===== src/rtl/dino_pkg.sv =====
// Shared types and widths for the dinosaur game blocks.
// The game state enum is shared with the Ground and score-display blocks.
package dino_pkg;

    typedef enum logic [1:0] {
        IDLE  = 2'd0,
        RUN   = 2'd1,
        CRASH = 2'd2,
        OVER  = 2'd3
    } game_state_t;

    localparam int SPEED_W    = 4;
    localparam int BCD_DIGITS = 4;

endpackage


===== src/rtl/bcd4_counter.sv =====
// Packed-BCD up counter with synchronous clear and increment enable.
// The hundred_roll flag is combinational so the caller can act on it in the same edge as the increment.
module bcd4_counter
    import dino_pkg::*;
(
    input  logic                    clk,
    input  logic                    rst,
    input  logic                    clear,
    input  logic                    inc,
    output logic [4*BCD_DIGITS-1:0] value,
    output logic                    hundred_roll
);

    logic [4*BCD_DIGITS-1:0] next_value;
    logic                    carry;

    // Ripple the +1 through the digits; a 9 becomes 0 and passes the carry on.
    always_comb begin
        next_value = value;
        carry      = 1'b1;
        for (int i = 0; i < BCD_DIGITS; i++) begin
            if (carry) begin
                if (value[4*i +: 4] == 4'd9) begin
                    next_value[4*i +: 4] = 4'd0;
                end else begin
                    next_value[4*i +: 4] = value[4*i +: 4] + 4'd1;
                    carry                = 1'b0;
                end
            end
        end
    end

    assign hundred_roll = inc && (value[7:0] == 8'h99);

    always_ff @(posedge clk or posedge rst) begin
        if (rst) begin
            value <= '0;
        end else if (clear) begin
            value <= '0;
        end else if (inc) begin
            value <= next_value;
        end
    end

endmodule


===== src/rtl/game_ctrl.sv =====
// Dinosaur game sequencer: IDLE/RUN/CRASH/OVER, scroll strobe per frame,
// BCD score and high score, speed ramp every 100 points.
module game_ctrl
    import dino_pkg::*;
#(
    parameter int SCORE_DIV  = 6,
    parameter int SPEED_MIN  = 1,
    parameter int SPEED_MAX  = 15,
    parameter int CRASH_HOLD = 60
) (
    input  logic         clk,
    input  logic         rst,
    input  logic         frame_tick,
    input  logic         start,
    input  logic         collision,
    output logic         game_status,
    output logic [3:0]   speed,
    output logic         scroll_pulse,
    output logic         crashed,
    output logic [15:0]  score,
    output logic [15:0]  hi_score,
    output logic [1:0]   dbg_state
);

    localparam int DIV_W  = $clog2(SCORE_DIV + 1);
    localparam int HOLD_W = $clog2(CRASH_HOLD + 1);

    game_state_t         state;
    logic [DIV_W-1:0]    div_cnt;
    logic [HOLD_W-1:0]   hold_cnt;
    logic                score_clear;
    logic                score_inc;
    logic                hundred_roll;

    // Collision wins over a frame tick in the same cycle, so it gates the increment.
    assign score_inc   = (state == RUN) && !collision && frame_tick &&
                         (div_cnt == DIV_W'(SCORE_DIV - 1));
    assign score_clear = (state == IDLE) || ((state == OVER) && start);
    assign dbg_state   = state;

    bcd4_counter u_score (
        .clk          (clk),
        .rst          (rst),
        .clear        (score_clear),
        .inc          (score_inc),
        .value        (score),
        .hundred_roll (hundred_roll)
    );

    always_ff @(posedge clk or posedge rst) begin
        if (rst) begin
            state        <= IDLE;
            game_status  <= 1'b0;
            crashed      <= 1'b0;
            scroll_pulse <= 1'b0;
            speed        <= SPEED_W'(SPEED_MIN);
            hi_score     <= '0;
            div_cnt      <= '0;
            hold_cnt     <= '0;
        end else begin
            scroll_pulse <= 1'b0;
            case (state)
                IDLE: begin
                    div_cnt  <= '0;
                    hold_cnt <= '0;
                    speed    <= SPEED_W'(SPEED_MIN);
                    if (start) begin
                        state       <= RUN;
                        game_status <= 1'b1;
                    end
                end
                RUN: begin
                    if (collision) begin
                        state       <= CRASH;
                        game_status <= 1'b0;
                        crashed     <= 1'b1;
                        hold_cnt    <= '0;
                        // Score cannot change on a collision cycle, so the current value is final.
                        if (score > hi_score) hi_score <= score;
                    end else if (frame_tick) begin
                        scroll_pulse <= 1'b1;
                        if (div_cnt == DIV_W'(SCORE_DIV - 1)) div_cnt <= '0;
                        else                                  div_cnt <= div_cnt + 1'b1;
                        if (hundred_roll && (speed != SPEED_W'(SPEED_MAX)))
                            speed <= speed + 1'b1;
                    end
                end
                CRASH: begin
                    if (frame_tick) begin
                        hold_cnt <= hold_cnt + 1'b1;
                        if (hold_cnt == HOLD_W'(CRASH_HOLD - 1)) state <= OVER;
                    end
                end
                OVER: begin
                    if (start) begin
                        state       <= RUN;
                        game_status <= 1'b1;
                        crashed     <= 1'b0;
                        div_cnt     <= '0;
                        speed       <= SPEED_W'(SPEED_MIN);
                    end
                end
                default: state <= IDLE;
            endcase
        end
    end

endmodule


===== config.mk =====
export PLATFORM = sky130hd
export DESIGN_NAME = game_ctrl
export DESIGN_NICKNAME = d
export VERILOG_FILES = /design/src/rtl/dino_pkg.sv /design/src/rtl/bcd4_counter.sv /design/src/rtl/game_ctrl.sv
export SDC_FILE = /design/constraint.sdc
export NUM_CORES = 1
export LEC_CHECK = 0
export CORE_MARGIN = 2
export CORE_UTILIZATION = 55
export DETAILED_ROUTE_END_ITERATION = 8
export GPL_TIMING_DRIVEN = 1
export PLACE_DENSITY = 0.89
export SYNTH_ARGS = -nofsm -noshare
export SYNTH_HDL_FRONTEND = slang
export SYNTH_SLANG_ARGS = --single-unit
export TNS_END_PERCENT = 100

===== constraint.sdc =====
create_clock -name clk -period 2.44 [get_ports clk]
set_input_delay 0.366 -clock clk [delete_from_list [all_inputs] [get_ports clk]]
set_output_delay 0.366 -clock clk [all_outputs]
set_load 0.005 [all_outputs]

# Yosys cells after proc, flatten, opt, wreduce, memory -nomap -nowiden
# Index checks and enable logic that the tools add are counted.
[word_totals] regBits=50 input_bits=5 output_inout_bits=41 elab_cells=108
[classes] n_addsub=7 n_lt_le_gt_ge=1 eq_ne=19 n_mux=41 n_reduce_logical=28
[ops] cell="two-way mux 4 bit" count=11
[ops] cell="two-way mux 16 bit" count=2
[ops] cell="adder 4 x 1 -> 4 bit (second input constant)" count=5
[ops] cell="one-hot mux 6 bit (3 select lines)" count=1
[ops] cell="equality test 4 bit (second input constant)" count=4
[ops] cell="> comparator 16 bit" count=1
[ops] cell="two-way mux 1 bit" count=12
[ops] cell="two-way mux 3 bit" count=4
[ops] cell="two-way mux 6 bit" count=2
[ops] cell="inequality test 2 bit (second input constant)" count=6
[ops] cell="one-hot mux 4 bit (3 select lines)" count=1
[ops] cell="AND reduction 3 bit" count=4
[ops] cell="nonzero test 2 bit" count=6
[ops] cell="one-hot mux 3 bit (3 select lines)" count=1
[ops] cell="equality test 8 bit (second input constant)" count=1
[ops] cell="two-way mux 2 bit" count=4
[ops] cell="AND reduction 4 bit" count=2
[ops] cell="adder 6 x 1 -> 6 bit (second input constant)" count=1
[ops] cell="equality test 6 bit (second input constant)" count=1
[ops] cell="logical AND 1 bit" count=6
[ops] cell="one-hot mux 2 bit (3 select lines)" count=1
[ops] cell="AND reduction 2 bit" count=3
[ops] cell="nonzero test 3 bit" count=2
[ops] cell="AND reduction 5 bit" count=1
[ops] cell="11 further kinds" count=14

# Longest topological paths before layout
# Gate-level depths: netlist (run 1).
[depth] word_depth=10 mapped_depth=9 mapped_depth_nobuf=7

# Cells and area by module
# Synthesis (run 1) repeated with hierarchy kept, for this count alone.
[unflattened] hier_cells=361 hier_area_um2=3269.4
[by_module_without_submodules] mod="game_ctrl" n_inst=1 cells_each=256 area_per_inst_um2=2314.7 seq_area_each_um2=852.1
[by_module_without_submodules] mod="bcd4_counter" n_inst=1 cells_each=105 area_per_inst_um2=954.7 seq_area_each_um2=400.4

# Least setup slack after synthesis (run 1)
# OpenSTA, ideal clock, no wires.
[synth_path] path_kind="register to register" from="register u_score.value[14]" to="register hi_score[0]" setup_time_ns=0.095 t_arrival_ns=2.043 t_required_ns=2.345 path_slack_ns=0.302 path_stages_with_launch=9 n_path_buf=2 synth_period_minus_slack_ns=2.138 path_cell_list="dfrtp_1 ha_1 nand4_2 nor4_4 o21ai_2 and3_1 buf_2 buf_6 o31ai_1"
[synth_between] elab_chain_len=2
[synth_rtl] item="start: declaration" line_no="bcd4_counter.sv:10" source="output logic [4*BCD_DIGITS-1:0] value,"
[synth_rtl] item="start signal: assignment" line_no="bcd4_counter.sv:41" source="value <= next_value;"
[synth_rtl] item="> comparator 16 bit" line_no="game_ctrl.sv:79" source="if (score > hi_score) hi_score <= score;"
[synth_rtl] item="AND reduction 3 bit (no line)"
[synth_rtl] item="end signal: assignment" line_no="game_ctrl.sv:79"
[synth_rtl] item="end: declaration" line_no="game_ctrl.sv:21" source="output logic [15:0] hi_score,"
# No other way between the ends.
# A chain may end at the register's enable or synchronous reset.

# Final worst setup path (run 1)
[layout_path] from="register u_score.value[13]" to="register hi_score[4]"
# Same word-level chain as after synthesis.

==> results of run 1 <==
registers in the layout, summed over array words and instances, names as in the netlist:
name	cells
crashed	1
game_status	1
dbg_state	2
div_cnt	3
hi_score	16
u_score.value	16
scroll_pulse	1
speed	4
hold_cnt	6
power by group through the flow:
stage	sequential [mW]	combinational [mW]	clock (mW)
floorplan	0.959	0.467	0
global placement	0.965	0.661	0
detailed placement	0.967	0.680	0
CTS	0.953	0.682	0.512
global route	0.963	0.760	0.548
finish	0.952	0.684	0.502
layout make-up:
type / instances / area share (%)
repair buffers: 59 / 14.6
flip-flops and latches: 50 / 32.1
clock inverters: 1 / 0.128
multi-input cells: 246 / 44.7
inverters: 41 / 3.95
well taps: 72 / 2.31
clock buffers: 7 / 2.22
cell families (layout without fill, tap and decap cells):
kind of cell	count (synthesis)	count (layout)	synth area share (%)
and+or+nand+nor	118	118	20.9
DFF	50	50	39.0
buffers and inverters	55	108	6.81
adders and majority gates	30	30	11.7
muxes	9	9	2.92
xor gates and xnor gates	1	1	0.273
AOI/OAI and AO/OA	88	88	18.4
layout by cell type, fill, tap and decap left out, drive strengths merged, types with 5 or more instances in the layout:
cell / n
a21o: 5
a21oi: 22
a32oi: 16
and3: 6
buf: 14
clkbuf: 7
clkdlybuf4s50: 45
dfrtp: 49
ha: 30
inv: 41
mux2i: 6
nand2: 29
nand3: 9
nand4: 6
nor2: 19
nor3: 7
nor4: 17
o21ai: 19
o31ai: 18
or3: 5
path summary, 6_finish.rpt:
check,endpoint,slack (ps),cells past startpoint
min,hold_cnt[5],490,1
max in group asynchronous,u_score.value[11],1470,3
max reg2reg,hi_score[4],170,6
max,hi_score[4],170,6
min in group asynchronous,u_score.value[13],530,3
min reg2reg,hold_cnt[5],490,1
critical path, cell delays in order, from the launching register on:
cell                      delay, ps
sky130_fd_sc_hd__dfrtp_1        460
sky130_fd_sc_hd__ha_1           350
sky130_fd_sc_hd__nand4_2        190
sky130_fd_sc_hd__nor4_4         350
sky130_fd_sc_hd__o21ai_2        100
sky130_fd_sc_hd__and3_1         380
sky130_fd_sc_hd__o31ai_1        340
per-layer routing:
metal,vias up,wire length (um)
met2,107,3560
met5,-,0
met3,9,421
met4,0,98
li1,1383,-
met1,1391,3440
cells in the mapped netlist, types with 4 or more instances:
cell type,count,area share [%]
sky130_fd_sc_hd__a32oi_1,16,4.4
sky130_fd_sc_hd__nor2_1,19,2.2
sky130_fd_sc_hd__dfrtp_1,49,38
sky130_fd_sc_hd__nand2_1,28,3.3
sky130_fd_sc_hd__o31ai_1,18,4.2
sky130_fd_sc_hd__and3_1,6,1.2
sky130_fd_sc_hd__nor2b_1,4,0.78
sky130_fd_sc_hd__o21ai_0,17,2.6
sky130_fd_sc_hd__nand4_1,5,0.97
sky130_fd_sc_hd__or3_1,5,0.97
sky130_fd_sc_hd__clkbuf_1,11,1.3
sky130_fd_sc_hd__and2_1,4,0.78
sky130_fd_sc_hd__mux2i_1,6,1.9
sky130_fd_sc_hd__nor3_1,6,0.93
sky130_fd_sc_hd__ha_1,30,12
sky130_fd_sc_hd__nor4_1,15,2.9
sky130_fd_sc_hd__inv_1,41,4.8
sky130_fd_sc_hd__nand3_1,9,1.4
sky130_fd_sc_hd__a21o_1,5,1.2
sky130_fd_sc_hd__a21oi_1,22,3.4
metrics by stage:
step | utilization, % | hold slack (ps) | std cells | setup WS (ps) | total power, mW
floorplan | - | 453 | 351 | 302 | 1.43
global placement | 68.3 | 481 | 468 | 251 | 1.63
detailed placement | 68.3 | 480 | 468 | 191 | 1.65
CTS | 69.9 | 494 | 476 | 161 | 2.15
global route | 69.9 | 541 | 476 | 15.7 | 2.27
finish | 69.9 | 494 | 476 | 171 | 2.14
==> impl_summary.md, run 1 <==
Routing
The final layout contains routed wiring with a total length of 7.52 mm. The ratio of routed vias to standard cells is 6.07. Once detail routing completed, the nets flagged for antenna violations numbered 0. The routed layout has 2890 vias.

After detailed routing, the number of remaining DRC violations is 0. The violation count after the first detailed-routing iteration is 231. The number of search-and-repair iterations in the first detailed-routing pass is 4.

The average wire length per cell after detail routing is 15.8 um.

Synth
After synthesis, the share of flip-flops with an asynchronous set or reset is 100%. In this run, synthesis inferred 0 flip-flops with an integrated enable. The combined area of all synthesized cells is 3210 um2. Dividing the synthesized area by the synthesized cell count gives 9.15 um2. The instance count of the mapped netlist is 351. The register bit total from synthesis is 50. The most frequently used flop master after synthesis is sky130_fd_sc_hd__dfrtp_1. The share of the yosys chip area belonging to registers is 39.0%. The number of nets in the synthesized netlist is 386. The count of synthesis-stage warnings from yosys is 0. Counting distinct cell types in the post-synthesis netlist gives 46.

Placed design
The count of input and output buffers is 45. The post-detailed-placement cell area is 3810 um2. At the end of routability-driven placement, the weighted congestion stood at 0.846. The detailed-placement wirelength estimate is 5.36 mm.

Cells and area
The post-route standard cell area excluding fillers is 3900 um2. The repair_antennas step left the layout with diodes totalling 0. The area used by sequential logic in the layout is 1250 um2. The area used by multi-input combinational logic is 1740 um2.

The number of fillers in the final layout is 407. The layout net count is 438. Compared with the post-synthesis result, the final layout area differs by 21.3%. The share of post-route cells with drive strength above 1 is 8.91%.

Global route
The overall overflow remaining after global route is 0. The number of global-route vias before repair is 2656. The initial antenna violation count is 0. The fraction of met3 tracks used by global routing is 4.27%. For this run, global-route usage on met1 was measured as 35.1%. The aggregate global-route resource usage is 25.1%. For met2 alone, demand over resource in global routing was 40.5%. The peak-usage layer in the global routing report is met2. Entering global routing, the biggest net connects 51 pins.

The first global-routing pass estimated 12.7 mm of wire.

Clock network
The clock-pin slew reported for the worst setup and hold paths after clock tree synthesis is 90 ps. The clock drives 50 sinks. In this run, post-CTS hold repair placed 0 buffers.

CTS built an H-tree with a depth of 2. No sink is reached through more buffers than the 2 on the longest clock path. The CTS root buffer is sky130_fd_sc_hd__clkbuf_8. In this run, post-CTS repair resized a total of 0 instances.

The CTS buffer count is 5. The post-CTS setup buffer count is 0. The later pin in the worst-skew pair is clocked with a latency of 310 ps. TritonCTS built the clock tree.

STA
The maximum clock rate is 441 MHz. The final-report hold violation count was 0. The accumulated negative setup slack is 0 ps. Setup violations remaining at the end of the flow were counted as 0. The post-route minimum period is 2270 ps. The slew of the pin with the lowest slew margin is 627 ps. The worst-case clock skew is 12.0 ps. The final clock period utilization by the worst path is 93.0%. Setup repair after global routing left no endpoint under its margin.

The count of pins over their slew limit was 0. The worst relative slew slack is 58.2%.

Die
The die covers 6470 um2. The count of standard-cell rows is 27. The core region is 5570 um2. In this run the vertical extent of the chip is 80.4 um.

The count of pins on the block boundary is 46. The starting density of the core is 57.6%. The floorplan die width is 80.4 um.

Power and ir drop
The peak supply drop is 0.000651 V. Power spread over the standard cell area amounts to 548 nW/um2. The internal power of the cells totals 1.40 mW.

Combinational logic burns 32.0% of the power. The net load switching power is 0.742 mW. The standby leakage power is 1.71 nW. The register share of total power is 44.5%.

The switching portion of total power is 34.7%. The clock share of power is 23.5%.

Critical path
The critical path is of the reg -> reg type. The worst setup path is launched from a flop. At the worst endpoint, the arrival time is 2480 ps.

The worst register-to-register path begins at u_score.value[13]. The type of destination of the critical path is a flop. The start point of the critical path is u_score.value[13]. The critical path required time is 2650 ps. Of all nets on the critical path, the largest fanout is 16.

Flow run
Max-cap violations in this run came to 0.

Worst hold path
The worst min-delay path startpoint is hold_cnt[5]. In this run the worst hold path is classified as reg -> reg.

Status
The run finished with clean final reports.
Power figures use the tool's default switching activity.
==> run 2, diff against run 1 <==
RECOVER_POWER = 50   (was default)
==> run 2 against run 1 <==
Sequential share of layout area increased by 0.16 points. Worst hold slack improved by 2.5 ps. Flip-flop and latch count unchanged. Cell area decreased by 0.48%. Die area unchanged. Fmax increased by 0.57%.
==> impl_summary.md, run 2 (same netlist as run 1, synthesis figures left out) <==
Status
The flow ran to the end, and the final reports show no timing, DRC or antenna violations.

Cells and area
The layout net count is 438 (unchanged). The largest registers in the layout are hi_score x16, u_score.value x16, hold_cnt x6. The area added between synthesis and finish is 20.7%. The final core utilization was 69.6% (-0.34 points).

In the layout the commonest cells are 49 x sky130_fd_sc_hd__dfrtp_1, 40 x sky130_fd_sc_hd__inv_1, 30 x sky130_fd_sc_hd__ha_1, 28 x sky130_fd_sc_hd__nand2_1, 26 x sky130_fd_sc_hd__clkdlybuf4s50_1. The share of post-route cells with drive strength above 1 was 8.17% (-0.74 points). The post-route standard cell area excluding fillers is 3880 um2 (-0.48%). The library cell used most frequently in the layout, excluding fill and tap cells, is sky130_fd_sc_hd__dfrtp_1. The antenna cell count is 0 (unchanged).

Critical path
The endpoint of the worst setup timing path is hi_score[4]. The endpoint of the lowest-slack register-to-register path is hi_score[4]. The worst register-to-register path begins at u_score.value[13]. The arrival time at the worst endpoint was 2460 ps (-20 ps).

The critical path is of the reg -> reg type. The worst setup path is launched from a flop. The highest fanout seen on the critical path is 16 (unchanged). The cell count of the worst reg-to-reg path is 6 (unchanged). STA classifies the critical path endpoint as a flop. The critical path required time came to 2650 ps (about the same). The most critical setup path has its startpoint at u_score.value[13].

The worst-case register-to-register setup slack is 180 ps (about the same).

Clock network
The number of levels the H-tree was split into is 2 (unchanged). The largest buffer count on any clock path is 2 (unchanged). The number of hold buffers added after CTS is 0 (unchanged).

The CTS buffer count is 5 (unchanged). The post-CTS setup buffer count came to 0 (unchanged). The TritonCTS sink count is 50 (unchanged). The CTS tree is yes. The CTS root buffer is sky130_fd_sc_hd__clkbuf_8. The count of instances resized after the clock tree is built is 0 (unchanged).

The clock latency of the later-clocked register in the worst-skew pair was 310 ps (about the same). The clock-pin slew reported for the worst setup and hold paths after clock tree synthesis is 90 ps (about the same).

Routing
The violation count after the first detailed-routing iteration is 263 (+14%). The total via count after detailed routing is 2912 (+0.76%). The number of search-and-repair iterations in the first detailed-routing pass was 5 (+1).

The average wire length per cell after detail routing was 15.7 um (-0.27%). The routed wire length is 7.50 mm (-0.27%). The detailed-route DRC error count is 0 (unchanged). The remaining antenna violation count after routing is 0 (unchanged).

The ratio of routed vias to standard cells is 6.12 (+0.76%).

STA
The final clock period utilization by the worst path came to 92.5% (-0.53 points). The post-route minimum period is 2260 ps (-12.8 ps). The minimum hold slack is 497 ps (+2.49 ps). The final-report hold violation count came to 0 (unchanged). The worst-case clock skew is 11.1 ps (-0.915 ps). The accumulated negative setup slack came to 0 ps (unchanged). The worst relative slew slack came to 18.2% (-40 points). The number of endpoints failing setup at the final stage is 0 (unchanged). The maximum clock rate came to 443 MHz (+0.57%).

Setup repair after global routing left no endpoint under its margin. The slew of the pin with the lowest slew margin is 1230 ps (+600 ps). The count of pins over their slew limit came to 0 (unchanged).

Placed design
The count of input and output buffers is 45 (unchanged). The detailed-placement wirelength estimate is 5.36 mm (unchanged). The post-detailed-placement cell area was 3810 um2 (unchanged). The final weighted congestion in routability-driven placement is 0.846 (unchanged).

Power and ir drop
The final total power is 2.11 mW (-1.2%). The standby leakage power was 1.73 nW (+1.5%). The peak supply drop is 0.000629 V (-3.3%).

The cell area power density is 545 nW/um2 (-0.68%).

Worst hold path
The count of cells along the worst hold path is 1 (unchanged). The worst hold-check path type is reg -> reg.

Die
The count of standard-cell rows is 27 (unchanged). The count of pins on the block boundary is 46 (unchanged). The floorplan die width came to 80.4 um (unchanged). The area of the core is 5570 um2 (unchanged). The y dimension of the die is 80.4 um (unchanged). The starting density of the core is 57.6% (unchanged).

The full die area is 6470 um2 (unchanged).

Global route
The initial antenna violation count was 0 (unchanged). The number of global-route vias before repair is 2656 (unchanged). The overall overflow remaining after global route came to 0 (unchanged).

The aggregate global-route resource usage is 25.1% (unchanged). The first-pass GRT wire length is 12.7 mm (unchanged). The largest net degree at the start of global routing is 51 (unchanged).

Flow run
The number of maximum-capacitance constraint violations is 0 (unchanged).
run 2: changes by cell type in the layout (fill, tap and decap cells not counted), sizes merged:
cell / delta
clkbuf: +2
clkdlybuf4s50: -19
clkinv: +1
inv: -1
dlygate4sd3: +19
buf: -2
run 2: routing by layer:
layer,vias up,global-route usage [%],wire [um],share of wire (%)
met5,-,0,0,0
met4,0,6.61,83,1.1
met3,9,4.27,453,6.0
met2,111,40.5,3570,48
met1,1410,35.1,3380,45
li1,1382,-,-,-
run 2: power by group:
group	internal [mW]	leakage [nW]	switching, mW
Combinational	0.255	1.01	0.406
Sequential	0.893	0.672	0.0583
Clock	0.229	0.0482	0.272
run 2: layout make-up:
| class | count | area (um2) |
|---|---|---|
| multi-input combinational | 246 | 1730 |
| fill | 409 | 1700 |
| sequential | 50 | 1250 |
| timing repair buffer | 59 | 562 |
| inverter | 41 | 154 |
| tap | 72 | 90.1 |
| clock buffer | 7 | 86.3 |
| clock inverter | 1 | 5.00 |
run 2: critical path, stage by stage (launching register included):
cell,delay (ps)
sky130_fd_sc_hd__dfrtp_1,460
sky130_fd_sc_hd__ha_1,340
sky130_fd_sc_hd__nand4_2,190
sky130_fd_sc_hd__nor4_4,350
sky130_fd_sc_hd__o21ai_2,100
sky130_fd_sc_hd__and3_1,380
sky130_fd_sc_hd__o31ai_1,330
run 2: worst min-delay path by stage:
stage                 from          end  slack (ps)
4_1_cts        hold_cnt[5]  hold_cnt[5]         490
3_5_place_dp   hold_cnt[5]  hold_cnt[5]         480
2_1_floorplan  hold_cnt[5]  hold_cnt[5]         450
3_3_place_gp   hold_cnt[5]  hold_cnt[5]         480
6_report       hold_cnt[5]  hold_cnt[5]         500
5_1_grt        hi_score[1]  hi_score[1]         540
run 2: through the flow:
| step | worst slack, ps | std cells |
|---|---|---|
| after global routing | 21.2 | 476 |
| after detailed placement | 191 | 468 |
| after floorplan | 302 | 351 |
| final | 184 | 476 |
| after CTS | 161 | 476 |
| after global placement | 251 | 468 |
==> RTL edit 1 (flow settings as in run 1) <==
`SCORE_DIV`: 6 -> 5.
--- a/src/rtl/game_ctrl.sv
+++ b/src/rtl/game_ctrl.sv
@@ -3,7 +3,7 @@
 module game_ctrl
     import dino_pkg::*;
 #(
-    parameter int SCORE_DIV  = 6,
+    parameter int SCORE_DIV  = 5,
     parameter int SPEED_MIN  = 1,
     parameter int SPEED_MAX  = 15,
     parameter int CRASH_HOLD = 60
Formal check against the unedited RTL: not equivalent (Yosys sat finds a counterexample within 10 cycles, from zero or initial values and one cycle with rst high).
==> RTL edit 1 against run 1 <==
- worst setup slack worse by 32 ps
- power rose by 0.76%
- non-clock buffer count increased by 4
- sequential cell count stayed put
- area after synthesis is 0.16% lower
- critical path depth unchanged
- combinational power increased by 2%
- clock skew is 0.90 ps higher
- cell area is essentially flat
- wire length increased by 5.1%
- largest cell class unchanged
==> RTL edit 1: results (changes against run 1) <==
top_layer_used: "met4"  # unchanged
postCtsSetupBuffers: 0  # unchanged
finClkSkew_ps: 12.9  # was 12.0 ps
synth-seq-area-share: 0.390  # about the same
vias_per_cell: 6.19  # was 6.07
placed_cell_area_um2: 3800  # was 3810 um2
h-tree-depth: 2  # unchanged
route.met2.wl_um: 3960  # was 3560 um
ir_drop_v: 0.000662  # was 0.000651 V
slowest_delay_ps: 460  # about the same
status: "completed"  # unchanged
critical_path_arrival_ps: 2510  # was 2480 ps
synth_xor_area_frac: 0  # was 0.00273
dr.pass1.iters: 5  # was 4
diodes: 0  # unchanged
drtIter0Drc: 184  # was 231
route.met3.wl_um: 466  # was 421 um
power.leakage_nw: 1.67  # was 1.71 nW
yosys.area_share.adder: 0.125  # was 0.117
synth_cell_types: 45  # was 46
synth.area.mux_share: 0.0222  # was 0.0292
wl_per_cell_um: 16.6  # was 15.8 um
die_area_um2: 6460  # was 6470 um2
synth.top_cells.by_area: "dfrtp_1, ha_1, inv_1"  # unchanged
synth_cells: 350  # was 351
synth_commonest_cells: "dfrtp_1, inv_1, ha_1"  # unchanged
io_buffers: 45  # unchanged
worst_slew_pin_slew_ps: 674  # was 627 ps
grtUsageTotal: 0.258  # was 0.251
nets: 441  # was 438
hp-class: "in2async"  # was reg2reg
clk_latency_ps: 310  # about the same
numCtsBuffers: 5  # unchanged
syn-num-nets: 387  # was 386
final_cells: 477  # was 476
drt-met1-wl_um: 3370  # was 3440 um
reg.largest.list: "hi_score (16), u_score.value (16), hold_cnt (6)"  # unchanged
grt_max_degree: 33  # was 51
grt_pass1_vias: 2796  # was 2,656
yosys_warnings: 0  # unchanged
dp.cells: 469  # was 468
clock_tree.root_cell: "clkbuf_8"  # unchanged
place_hpwl_um: 5610  # was 5360 um
place_congestion: 0.913  # was 0.846
grt_pass1_wl_um: 13000  # was 12,700 um
drive_gt1_frac: 0.0938  # was 0.0891
timing.critical_path.max_delay_family: "simple AND/OR/NAND/NOR gates"  # unchanged
synth_compound_area_frac: 0.198  # was 0.184
n_fill_cell: 430  # was 407
[RTL edit 1: cell count changes in the layout (fill, tap and decap cells not counted), moves of 3 or more]
cell	delta
and3_1	-3
nand2_1	-5
buf_4	+5
a21oi_1	-3
nand3b_1	-3
and3b_1	+3
nor3_1	+4
o21ai_0	+4
[RTL edit 1: layout make-up]
type                    count  share of cell area
clock buffers               7              0.0222
multi-input cells         242               0.441
flip-flops and latches     50               0.321
repair buffers             63               0.150
well taps                  72              0.0231
inverters                  42              0.0405
clock inverters             1             0.00128
[RTL edit 1: final timing paths]
| kind | start | endpoint | slack (ps) | depth (start not counted) |
|---|---|---|---|---|
| max in group asynchronous | rst | speed[0] | 1490 | 3 |
| min in group clk | hold_cnt[5] | hold_cnt[5] | 510 | 1 |
| min | rst | u_score.value[0] | 330 | 2 |
| max reg2reg | u_score.value[15] | hi_score[1] | 140 | 6 |
| min reg2reg | hold_cnt[5] | hold_cnt[5] | 510 | 1 |
| max | u_score.value[15] | hi_score[1] | 140 | 6 |
[RTL edit 1: worst reg2reg max path, cell delays in order (launching register included)]
cell and delay [ps]:
dfrtp_1 460, ha_1 410, nand4_4 150, nor4_4 340
o21ai_2 90, and3_1 390, o31ai_1 360
[RTL edit 1: cells by family (layout without fill, tap and decap cells)]
logic type / count (synthesis) / after routing
AO/OA/AOI/OAI: 94 / 94
flip-flops: 50 / 50
AND/OR/NAND/NOR: 109 / 109
adder cells (fa/ha/maj): 32 / 32
multiplexers: 7 / 7
buffers and inverters: 58 / 113
[RTL edit 1: metrics by stage]
stage | hold WS, ps | utilization | worst slack, ps | power, W
after floorplan | 442 | - | 333 | 0.00141
after global placement | 464 | 0.683 | 207 | 0.00163
after detailed placement | 480 | 0.683 | 120 | 0.00166
after CTS | 336 | 0.699 | 141 | 0.00217
after global routing | 374 | 0.699 | 3.40 | 0.00230
final | 328 | 0.699 | 139 | 0.00215
[RTL edit 1: power by group]
group | internal, W | total [W] | switching [W]
sequential | 0.000892 | 0.000946 | 0.0000542
clock | 0.000230 | 0.000508 | 0.000279
combinational | 0.000265 | 0.000700 | 0.000435
total | 0.00139 | 0.00215 | 0.000768
[RTL edit 1: layer usage]
layer / up-vias / global-route usage
met5: - / 0
met4: 0 / 0.0780
met2: 133 / 0.447
li1: 1390 / -
met3: 12 / 0.0483
met1: 1419 / 0.326
==> RTL edit 2 (flow settings as in run 1) <==
Without the edit above. Put one more register stage on the output `dbg_state`. The value now appears one clock later. The other outputs are not delayed to match.
--- a/src/rtl/game_ctrl.sv
+++ b/src/rtl/game_ctrl.sv
@@ -36,7 +36,9 @@
     assign score_inc   = (state == RUN) && !collision && frame_tick &&
                          (div_cnt == DIV_W'(SCORE_DIV - 1));
     assign score_clear = (state == IDLE) || ((state == OVER) && start);
-    assign dbg_state   = state;
+    always_ff @(posedge clk) begin
+        dbg_state <= state;
+    end
 
     bcd4_counter u_score (
         .clk          (clk),
Behaviour: not the same (Yosys sat finds a counterexample within 4 cycles, from zero or initial values and one cycle with rst high).
==> RTL edit 2 against run 1 <==
- worst setup slack improved by 60 ps
- area after synthesis rose by 0.23%
- critical path type unchanged
- sequential cell count rose by 2
- power rose by 17%
- sequential share of layout area rose by 1.0 points
- cell area barely moved
- wire length rose by 6.6%
- highest routed layer unchanged
- non-clock buffer count rose by 3
==> RTL edit 2: results (changes against run 1) <==
status: "completed"  # unchanged
reg.largest.list: "hi_score (16), u_score.value (16), hold_cnt (6)"  # unchanged
ir_drop_v: 0.000606  # was 0.000651 V
ff2ff_setup_slack_ps: 230  # was 170 ps
grtUsageTotal: 0.266  # was 0.251
synth.top_cells.by_area: "dfrtp_1, ha_1, o31ai_1"  # was dfrtp_1, ha_1, inv_1
grt_pass1_vias: 2824  # was 2,656
drive_gt1_frac: 0.0918  # was 0.0891
cts.path.max_buffers: 2  # unchanged
async_flop_share: 0.962  # was 1.00
synth_compound_area_frac: 0.210  # was 0.184
drc: 0  # unchanged
syn-num-nets: 384  # was 386
place_congestion: 0.984  # was 0.846
grt_max_degree: 33  # was 51
synth_xor_area_frac: 0.00544  # was 0.00273
synth.area.mux_share: 0.0132  # was 0.0292
yosys.area_share.adder: 0.117  # about the same
grt_pass1_wl_um: 13200  # was 12,700 um
critical_path_arrival_ps: 2420  # was 2480 ps
synth-seq-area-share: 0.401  # was 0.390
worst_slew_pin_slew_ps: 545  # was 627 ps
n_fill_cell: 433  # was 407
hp-class: "in2async"  # was reg2reg
wl_per_cell_um: 16.9  # was 15.8 um
synth_commonest_cells: "dfrtp_1, inv_1, ha_1"  # unchanged
nets: 437  # was 438
num_vias: 2915  # was 2,890
place_hpwl_um: 5900  # was 5360 um
finClkSkew_ps: 17.4  # was 12.0 ps
RTL edit 2: area by class of cell:
type,count,area (um2),area share
Clock buffer,6,72.6,0.0186
Tap cell,72,90.1,0.0231
Multi-Input combinational cell,240,1700,0.435
Timing Repair Buffer,62,578,0.148
Clock inverter,2,16.3,0.00417
Sequential cell,52,1290,0.331
Inverter,41,154,0.0395
RTL edit 2: timing repair:
| item | 4_1_cts | 5_1_grt |
|---|---|---|
| gates resized for setup | 0 | 1 |
| endpoints found under the setup margin | 0 | 1 |
| hold endpoints to repair | 0 | 0 |
RTL edit 2: cells by family (layout without fill, tap and decap cells):
group                      count (synthesis)  after routing
DFF                                       52             52
buffers and inverters                     57            111
and+or+nand+nor                          104            104
xor gates and xnor gates                   2              2
muxes                                      4              4
adders and majority gates                 30             30
AOI/OAI and AO/OA                        100            100
RTL edit 2: where the power goes:
part / switching, W / total, W / internal, W
Combinational: 0.000525 / 0.000910 / 0.000384
Sequential: 0.000115 / 0.00108 / 0.000965
Clock: 0.000296 / 0.000501 / 0.000205
Total: 0.000936 / 0.00249 / 0.00155
RTL edit 2: worst max-delay path, stage by stage (launching register included):
cell and delay (ps):
dfrtp_1 460, ha_1 380, nand4_4 150, nor4_4 330
o21ai_2 90, and3_2 350, o31ai_1 330
RTL edit 2: final timing paths:
| kind | to | cells after the start |
|---|---|---|
| max in group asynchronous | speed[0] | 3 |
| max | hi_score[15] | 6 |
| min in group clk | dbg_state[0] | 0 |
| min | u_score.value[3] | 2 |
| max reg2reg | hi_score[15] | 6 |
| min reg2reg | dbg_state[0] | 0 |
RTL edit 2: per-stage QoR:
stage / hold WS [ps] / power [W] / setup slack (ps) / std cells / instance area, um2
floorplan: 408 / 0.00166 / 345 / 349 / 3220
global placement: 461 / 0.00195 / 189 / 467 / 3810
detailed placement: 475 / 0.00199 / 151 / 467 / 3810
CTS: 385 / 0.00249 / 130 / 475 / 3900
global route: 393 / 0.00265 / 116 / 475 / 3900
finish: 365 / 0.00249 / 231 / 475 / 3900
RTL edit 2: metal layers:
layer / GRT usage / up-vias / wire (um)
met5: 0 / - / 0
met4: 0.112 / 0 / 233
met3: 0.0438 / 23 / 393
met2: 0.458 / 97 / 3990
met1: 0.329 / 1402 / 3390
li1: - / 1393 / -
